**config.mk**
```make
export PLATFORM = sky130hd
export DESIGN_NAME = inst_encoder_loader
export DESIGN_NICKNAME = d
export VERILOG_FILES = /design/src/rtl/wisc_isa_pkg.sv /design/src/rtl/inst_field_encoder.sv /design/src/rtl/inst_encoder_loader.sv
export SDC_FILE = /design/constraint.sdc
export NUM_CORES = 1
export LEC_CHECK = 0
export CORE_UTILIZATION = 40
export DETAILED_ROUTE_END_ITERATION = 12
export GPL_TIMING_DRIVEN = 0
export PLACE_DENSITY = 0.67
export SYNTH_ARGS = -nofsm -noshare
export SYNTH_HDL_FRONTEND = slang
export SYNTH_HIERARCHICAL = 1
export SYNTH_SLANG_ARGS = --single-unit
```
**constraint.sdc**
```tcl
create_clock -name clk -period 3.7 [get_ports clk]
set_clock_uncertainty 0.2 [all_clocks]
set_input_delay 0.37 -clock clk [delete_from_list [all_inputs] [get_ports clk]]
set_output_delay 0.37 -clock clk [all_outputs]
set_load 0.005 [all_outputs]
```
**src/rtl/wisc_isa_pkg.sv**
```systemverilog
// rtl/wisc_isa_pkg.sv - WISC-16 field widths, opcode classes, loader FSM states and range helpers
package wisc_isa_pkg;

  localparam int INST_W  = 16;
  localparam int OP_W    = 5;
  localparam int REG_W   = 3;
  localparam int FUNC_W  = 2;
  localparam int IMM5_W  = 5;
  localparam int IMM8_W  = 8;
  localparam int IMM11_W = 11;

  // The only 100xx opcode that carries an 8-bit unsigned immediate instead of rd/imm5
  localparam logic [OP_W-1:0] OP_SLBI = 5'b10010;

  localparam logic [1:0] ST_IDLE  = 2'd0;
  localparam logic [1:0] ST_RUN   = 2'd1;
  localparam logic [1:0] ST_ABORT = 2'd2;
  localparam logic [1:0] ST_DONE  = 2'd3;

  // True when imm, read as two's complement, survives truncation to w bits
  function automatic logic fits_signed(input logic [15:0] imm, input int w);
    logic [15:0] t;
    t = 16'($signed(imm) >>> (w - 1));
    return (t == 16'h0000) || (t == 16'hFFFF);
  endfunction

  // True when imm, read as unsigned, survives truncation to w bits
  function automatic logic fits_unsigned(input logic [15:0] imm, input int w);
    return (imm >> w) == 16'h0000;
  endfunction

endpackage

```
**src/rtl/inst_field_encoder.sv**
```systemverilog
// rtl/inst_field_encoder.sv - combinational WISC-16 field packer with immediate range flag
module inst_field_encoder
  import wisc_isa_pkg::*;
(
  input  logic [OP_W-1:0]   opcode,
  input  logic [FUNC_W-1:0] func,
  input  logic [REG_W-1:0]  rs,
  input  logic [REG_W-1:0]  rt,
  input  logic [REG_W-1:0]  rd,
  input  logic [15:0]       imm,
  output logic [INST_W-1:0] word,
  output logic              range_err
);

  // Pack fields by opcode class; casez order matters because SLBI shadows the 10xxx class
  always_comb begin
    word      = '0;
    range_err = 1'b0;
    casez (opcode)
      5'b000??: word = {opcode, 11'b0};
      5'b001?0: begin
        word      = {opcode, imm[10:0]};
        range_err = !fits_signed(imm, IMM11_W);
      end
      5'b001?1, 5'b011??: begin
        word      = {opcode, rs, imm[7:0]};
        range_err = !fits_signed(imm, IMM8_W);
      end
      OP_SLBI: begin
        word      = {opcode, rs, imm[7:0]};
        range_err = !fits_unsigned(imm, IMM8_W);
      end
      5'b0101?: begin
        word      = {opcode, rs, rd, imm[4:0]};
        range_err = !fits_unsigned(imm, IMM5_W);
      end
      5'b0100?, 5'b10???: begin
        word      = {opcode, rs, rd, imm[4:0]};
        range_err = !fits_signed(imm, IMM5_W);
      end
      default: word = {opcode, rs, rt, rd, func};
    endcase
  end

endmodule

```
**src/rtl/inst_encoder_loader.sv**
```systemverilog
// rtl/inst_encoder_loader.sv - descriptor-to-instruction loader; ENC_RANGE_CHECK_EN enables range abort
module inst_encoder_loader
  import wisc_isa_pkg::*;
#(
  parameter int ADDR_W    = 16,
  parameter int ADDR_STEP = 2,
  parameter int LEN_W     = 8
) (
  input  logic              clk,
  input  logic              rst_n,
  input  logic              start,
  input  logic [ADDR_W-1:0] base_addr,
  input  logic [LEN_W-1:0]  length,
  input  logic              in_valid,
  output logic              in_ready,
  input  logic [4:0]        in_opcode,
  input  logic [1:0]        in_func,
  input  logic [2:0]        in_rs,
  input  logic [2:0]        in_rt,
  input  logic [2:0]        in_rd,
  input  logic [15:0]       in_imm,
  output logic              mem_wr,
  output logic [ADDR_W-1:0] mem_addr,
  output logic [15:0]       mem_data,
  input  logic              mem_stall,
  output logic              busy,
  output logic              done,
  output logic              err,
  output logic [LEN_W-1:0]  err_idx
);

  localparam logic [ADDR_W-1:0] STEP = ADDR_W'(ADDR_STEP);

  logic [1:0]        state_q, state_d;
  logic [LEN_W-1:0]  len_q, len_d, acc_q, acc_d, err_idx_q, err_idx_d;
  logic [ADDR_W-1:0] next_addr_q, next_addr_d, mem_addr_q, mem_addr_d;
  logic [15:0]       mem_data_q, mem_data_d;
  logic              mem_wr_q, mem_wr_d, err_q, err_d;

  logic [15:0] enc_word;
  logic        enc_range_err;
  logic        bad, accept, wr_done, drained, all_accepted;

  inst_field_encoder u_enc (
    .opcode    (in_opcode),
    .func      (in_func),
    .rs        (in_rs),
    .rt        (in_rt),
    .rd        (in_rd),
    .imm       (in_imm),
    .word      (enc_word),
    .range_err (enc_range_err)
  );

`ifdef ENC_RANGE_CHECK_EN
  assign bad = enc_range_err;
`else
  // Out-of-range immediates are simply truncated by the packer
  logic unused_range_err;
  assign unused_range_err = enc_range_err;
  assign bad = 1'b0;
`endif

  assign wr_done      = mem_wr_q && !mem_stall;
  assign drained      = !mem_wr_q || wr_done;
  assign all_accepted = (acc_q == len_q);
  assign in_ready     = (state_q == ST_RUN) && (acc_q < len_q) && drained;
  assign accept       = in_valid && in_ready;

  // Next-state: batch FSM, accept counter, address walker and the single output register
  always_comb begin
    state_d     = state_q;
    len_d       = len_q;
    acc_d       = acc_q;
    next_addr_d = next_addr_q;
    mem_wr_d    = mem_wr_q;
    mem_addr_d  = mem_addr_q;
    mem_data_d  = mem_data_q;
    err_d       = err_q;
    err_idx_d   = err_idx_q;
    if (wr_done) mem_wr_d = 1'b0;
    case (state_q)
      ST_IDLE: begin
        if (start) begin
          len_d       = length;
          acc_d       = '0;
          next_addr_d = base_addr;
          err_d       = 1'b0;
          err_idx_d   = '0;
          state_d     = (length == '0) ? ST_DONE : ST_RUN;
        end
      end
      ST_RUN: begin
        if (accept) begin
          acc_d = acc_q + LEN_W'(1);
          if (bad) begin
            err_d     = 1'b1;
            err_idx_d = acc_q;
            state_d   = ST_ABORT;
          end else begin
            mem_wr_d    = 1'b1;
            mem_addr_d  = next_addr_q;
            mem_data_d  = enc_word;
            next_addr_d = next_addr_q + STEP;
          end
        end else if (all_accepted && drained) begin
          state_d = ST_DONE;
        end
      end
      ST_ABORT: if (drained) state_d = ST_DONE;
      ST_DONE:  state_d = ST_IDLE;
      default:  state_d = ST_IDLE;
    endcase
  end

  // State registers; reset drops any in-flight write immediately
  always_ff @(posedge clk or negedge rst_n) begin
    if (!rst_n) begin
      state_q     <= ST_IDLE;
      len_q       <= '0;
      acc_q       <= '0;
      next_addr_q <= '0;
      mem_wr_q    <= 1'b0;
      mem_addr_q  <= '0;
      mem_data_q  <= '0;
      err_q       <= 1'b0;
      err_idx_q   <= '0;
    end else begin
      state_q     <= state_d;
      len_q       <= len_d;
      acc_q       <= acc_d;
      next_addr_q <= next_addr_d;
      mem_wr_q    <= mem_wr_d;
      mem_addr_q  <= mem_addr_d;
      mem_data_q  <= mem_data_d;
      err_q       <= err_d;
      err_idx_q   <= err_idx_d;
    end
  end

  assign mem_wr   = mem_wr_q;
  assign mem_addr = mem_addr_q;
  assign mem_data = mem_data_q;
  assign busy     = (state_q != ST_IDLE);
  assign done     = (state_q == ST_DONE);
  assign err      = err_q;
  assign err_idx  = err_idx_q;

endmodule

```
Yosys cells after proc, flatten, opt, wreduce, memory -nomap -nowiden. Cells that the tools add are included.

Memories kept: 0. Register bits: 67. Output and inout port bits: 45. Bits in writable memories: 0. Bits in latches: 0. Input bits: 61. Memory bits (read-only): 0.

Bitwise logic cells: 0. $mul: 0. Eq/ne operators: 16. Reduce and logical (&&, ||, !) cells: 19. Divide/modulo/power cells: 0. Shift-type cells: 0. Add/subtract/negate cells: 2. $lt $le $gt $ge: 1. Mux-type cells: 17.

Operator list (number): 11-bit one-hot mux with 4 select lines (1); 16-bit 2-to-1 mux (2); 16-bit one-hot mux with 2 select lines (1); 8-bit 2-to-1 mux (3); 16-bit by 2-bit adder with 16-bit output (second input constant) (1); 8-bit one-hot mux with 2 select lines (1); 2-bit 2-to-1 mux (5); 8-bit by 1-bit adder with 8-bit output (second input constant) (1); 4-bit by 2-bit == test with 1-bit output (second input constant) (2); 4-bit by 3-bit == test with 1-bit output (second input constant) (2); 8-bit == test (1); 8-bit logical NOT (1); 8-bit less-than comparator (1); 2-bit inequality test (second input constant) (4); 2-bit one-hot mux with 4 select lines (1); 2-bit == test (second input constant) (3); 5-bit == test (second input constant) (1); 1-bit logical AND (5); 2-bit AND reduction (2); 4-bit AND reduction (1); 2-bit nonzero test (2); 3-bit by 2-bit == test with 1-bit output (second input constant) (1); 3-bit logical NOT (1); 1-bit 2-to-1 mux (3); 8 further kinds (9).

Logic depth before layout (Yosys ltp).
Word-level depth: 7. Gate-level depth with buffers: 11. Gate-level depth less buffers: 8.

By module. Netlist, hierarchy kept.

Modules (own cells, without submodules): inst_encoder_loader (sequential area each 1676.6 um2, area each 3737.3 um2, cells each 423, times used 1); inst_field_encoder (sequential area each 0.0 um2, area each 436.7 um2, cells each 70, times used 1).

Least setup slack after synthesis. Ideal clock, no wire load.

Path type: reg-to-reg. Start point: register state_q[1]. End point: register next_addr_q[13]. Arrival time: 2.075 ns. Setup time: 0.099 ns. Clock period less this slack: 2.374 ns. Path slack: 1.326 ns. Stages on the path, launching flop included: 10. Path through: dfrtp_1 inv_1 ha_1 buf_4 and2b_1 o2111ai_4 or3_4 nor2_2 a311oi_1 a311oi_1.

Longest elaborated chain between the ends: 6.

Ends and longest elaborated chain: start: declaration (line inst_encoder_loader.sv:34) `logic [1:0] state_q, state_d;`; start signal: assignment (line inst_encoder_loader.sv:129) `state_q <= state_d;`; 2-bit by 1-bit == test with 1-bit output (line inst_encoder_loader.sv:67, inst_encoder_loader.sv:82); 1-bit logical AND (2 in series) (line inst_encoder_loader.sv:67) `assign in_ready = (state_q == ST_RUN) && (acc_q < len_q) && drained;`; 1-bit logical AND (line inst_encoder_loader.sv:68) `assign accept = in_valid && in_ready;`; 2-bit inequality test (no line); 3-bit AND reduction (no line); end signal: assignment (line inst_encoder_loader.sv:132) `next_addr_q <= next_addr_d;`; end: declaration (line inst_encoder_loader.sv:36) `logic [ADDR_W-1:0] next_addr_q, next_addr_d, mem_addr_q, mem_addr_d;`.

Parallel ways exist; a longest one is shown, timed or not. A chain may end at the register's enable or synchronous reset.

Worst setup path after layout.
Start point: register state_q[1]. End point: register mem_addr_q[5] (netlist: mem_addr[5]).

Longest elaborated chain between the ends: 5.

Ends and longest elaborated chain: 2-bit by 1-bit == test with 1-bit output * (line inst_encoder_loader.sv:67, inst_encoder_loader.sv:82); 1-bit logical AND (2 in series) (line inst_encoder_loader.sv:67); 1-bit logical AND (line inst_encoder_loader.sv:68); 2-bit AND reduction (no line) *; end signal: assignment (line inst_encoder_loader.sv:134) `mem_addr_q <= mem_addr_d;`; end: declaration (line inst_encoder_loader.sv:36).

Every way passes the cells marked *; elsewhere a longest branch is shown, timed or not.

==> run metrics <==
io pins roughly 110; Worst setup EP type flip-flop; Pleak between 2 and 2.5 nW; drt total wl about 11000 um; met2 routed WL around 5400 um; initial drt markers 205; Slew HR 0.413; Core ar. 0.00977 mm2; highest clock rate 326 MHz; Mapped Area around 0.0040 mm2; DRC 0; final hold violation count 0; Crit Path Max Fanout 10; H-tree levels 3; Layout Nets roughly 660; Req. time, crit path around 3.8 ns; routed len/inst ~15 um; Max Slew Vio Count 0; Slew @ Worst Pin just under 0.9 ns; status finished, final reports clean; CTS Root Cell clkbuf_8; CTS tree yes; yosys warns 6; chip height approximately 100 um; Clock Path Buffers 2; clock period minus worst slack 3.06 ns; Met1 Wirelength ~4700 um; Met3 Wirelength ~750 um; Final Wtd Congestion between 0.9 and 1; vias in the first global route 3646; TritonRoute pass-1 iters 5; Die X around 100 um; largest net degree at the start of global routing 68; peak supply drop around 0.13 mV; share of cells above drive strength 1 0.0937; Clk pin slew, worst setup/hold paths around 0.070 ns; die footprint around 0.010 mm2; Post-Syn Instances 471; total power 1.39 mW; # clock sinks 67; Fill cells slightly below 1000; area grow syn2layout 31.7%; Via density around 5.3; highest routing layer actually used met4; antenna cells 0; Total Routing Usage GR 0.221; first-pass GRT wire length roughly 18000 um; post-route ant nets 0; Critical Path Source Type flip-flop; setup violators final 0; Initial Util 0.412; row count 36; CTS Buf Count 9; DP Wirelength 8080 um; Power Dens Cells roughly 260 mW/mm2; fin crit share 0.828; DR vias around 3800; initial antenna violation count 0; Tightest Hold Check Type reg -> reg; port bufs between 90 and 100; insertion delay to the later sink of the worst-skew pair approximately 0.35 ns; Hold Slack 0.274 ns; Syn Area/Cell between 8 and 9 um2; GRT overflow 0; RSZ-0062 raised after global routing false; WS Path Type reg -> reg; CP Data Arrival Time between 3 and 4 ns; setup slack, reg-to-reg ~0.64 ns; max-cap check violation count 0
## stage by stage
stage	TNS (ns)	cells	instance area, um2	utilization	worst slack, ns
2_1_floorplan	0	479	4050	-	1.33
3_3_place_gp	-17.93	703	5130	0.525	-0.273
3_5_place_dp	0	703	5130	0.525	0.688
4_1_cts	0	720	5300	0.542	0.644
5_1_grt	0	720	5300	0.542	0.382
6_report	0	720	5300	0.542	0.636
## worst paths after layout
path / start / endpoint / depth (start not counted)
max in group asynchronous: rst_n / len_q[5] / 2
worst max register to register: state_q[1] / mem_addr[5] / 10
worst max-delay path: state_q[1] / mem_addr[5] / 10
worst min-delay path: mem_addr[2] / mem_addr[2] / 2
worst min register to register: mem_addr[2] / mem_addr[2] / 2
min in group asynchronous: rst_n / mem_data[5] / 2
## routing by layer
layer,up-vias,GRT usage
met5,-,0
met4,0,0.0857
met3,15,0.0404
met2,152,0.386
met1,1797,0.271
li1,1864,-
## flip-flops by register name, summed over array words and instances, names as in the netlist
signal / flops
state_q: 2
mem_data: 16
acc_q: 8
next_addr_q: 16
mem_addr: 16
len_q: 8
mem_wr: 1
## report_power, final
part / internal [mW] / leakage (nW) / switching [mW]
Clock: 0.237 / 0.0856 / 0.287
Sequential: 0.732 / 0.874 / 0
Combinational: 0.0776 / 1.47 / 0.0547
Total: 1.05 / 2.43 / 0.342
## cell type report
cell class              count  area (um2)  share of cell area
multi-input cells         358        2110               0.399
flip-flops and latches     67        1680               0.316
repair buffers             92         918               0.173
plain buffers              38         205              0.0387
well taps                 133         166              0.0314
clock buffers              10         128              0.0241
inverters                  16        60.1              0.0113
clock inverters             6        32.5             0.00614
## critical path: stages (launching register included)
cell      delay [ns]
dfrtp_1         0.41
inv_1           0.11
ha_1            0.19
buf_4           0.16
and2b_1         0.20
o2111a_1        0.18
nand3_1         0.33
clkbuf_1        0.50
clkbuf_1        0.51
nand2_1         0.11
nand2_1         0.09
## cells in the final DEF (no fill, tap or decap), types with 5 or more instances in the layout
cell / count
or3_1: 5
o22ai_1: 14
a21oi_1: 18
inv_1: 16
and3_1: 7
buf_2: 5
nand2_1: 134
buf_4: 16
clkbuf_1: 18
nand4_1: 5
dfrtp_1: 67
a31oi_1: 7
conb_1: 9
nor3_1: 6
clkbuf_8: 9
mux2i_1: 6
nor2_1: 18
nand2b_1: 7
o21ai_0: 16
clkdlybuf4s50_1: 90
ha_1: 16
nand3_1: 14
a22o_1: 7
clkinv_2: 5
mux2_2: 9
## timing repair
item | CTS | global route
setup buffers | 0 | 0
hold buffers | 1 | 0
hold endpoints to repair | 67 | 0
setup endpoints to repair | 0 | 0
gates resized for setup | 0 | 0
Note: power is estimated with default switching activity, not from simulation.
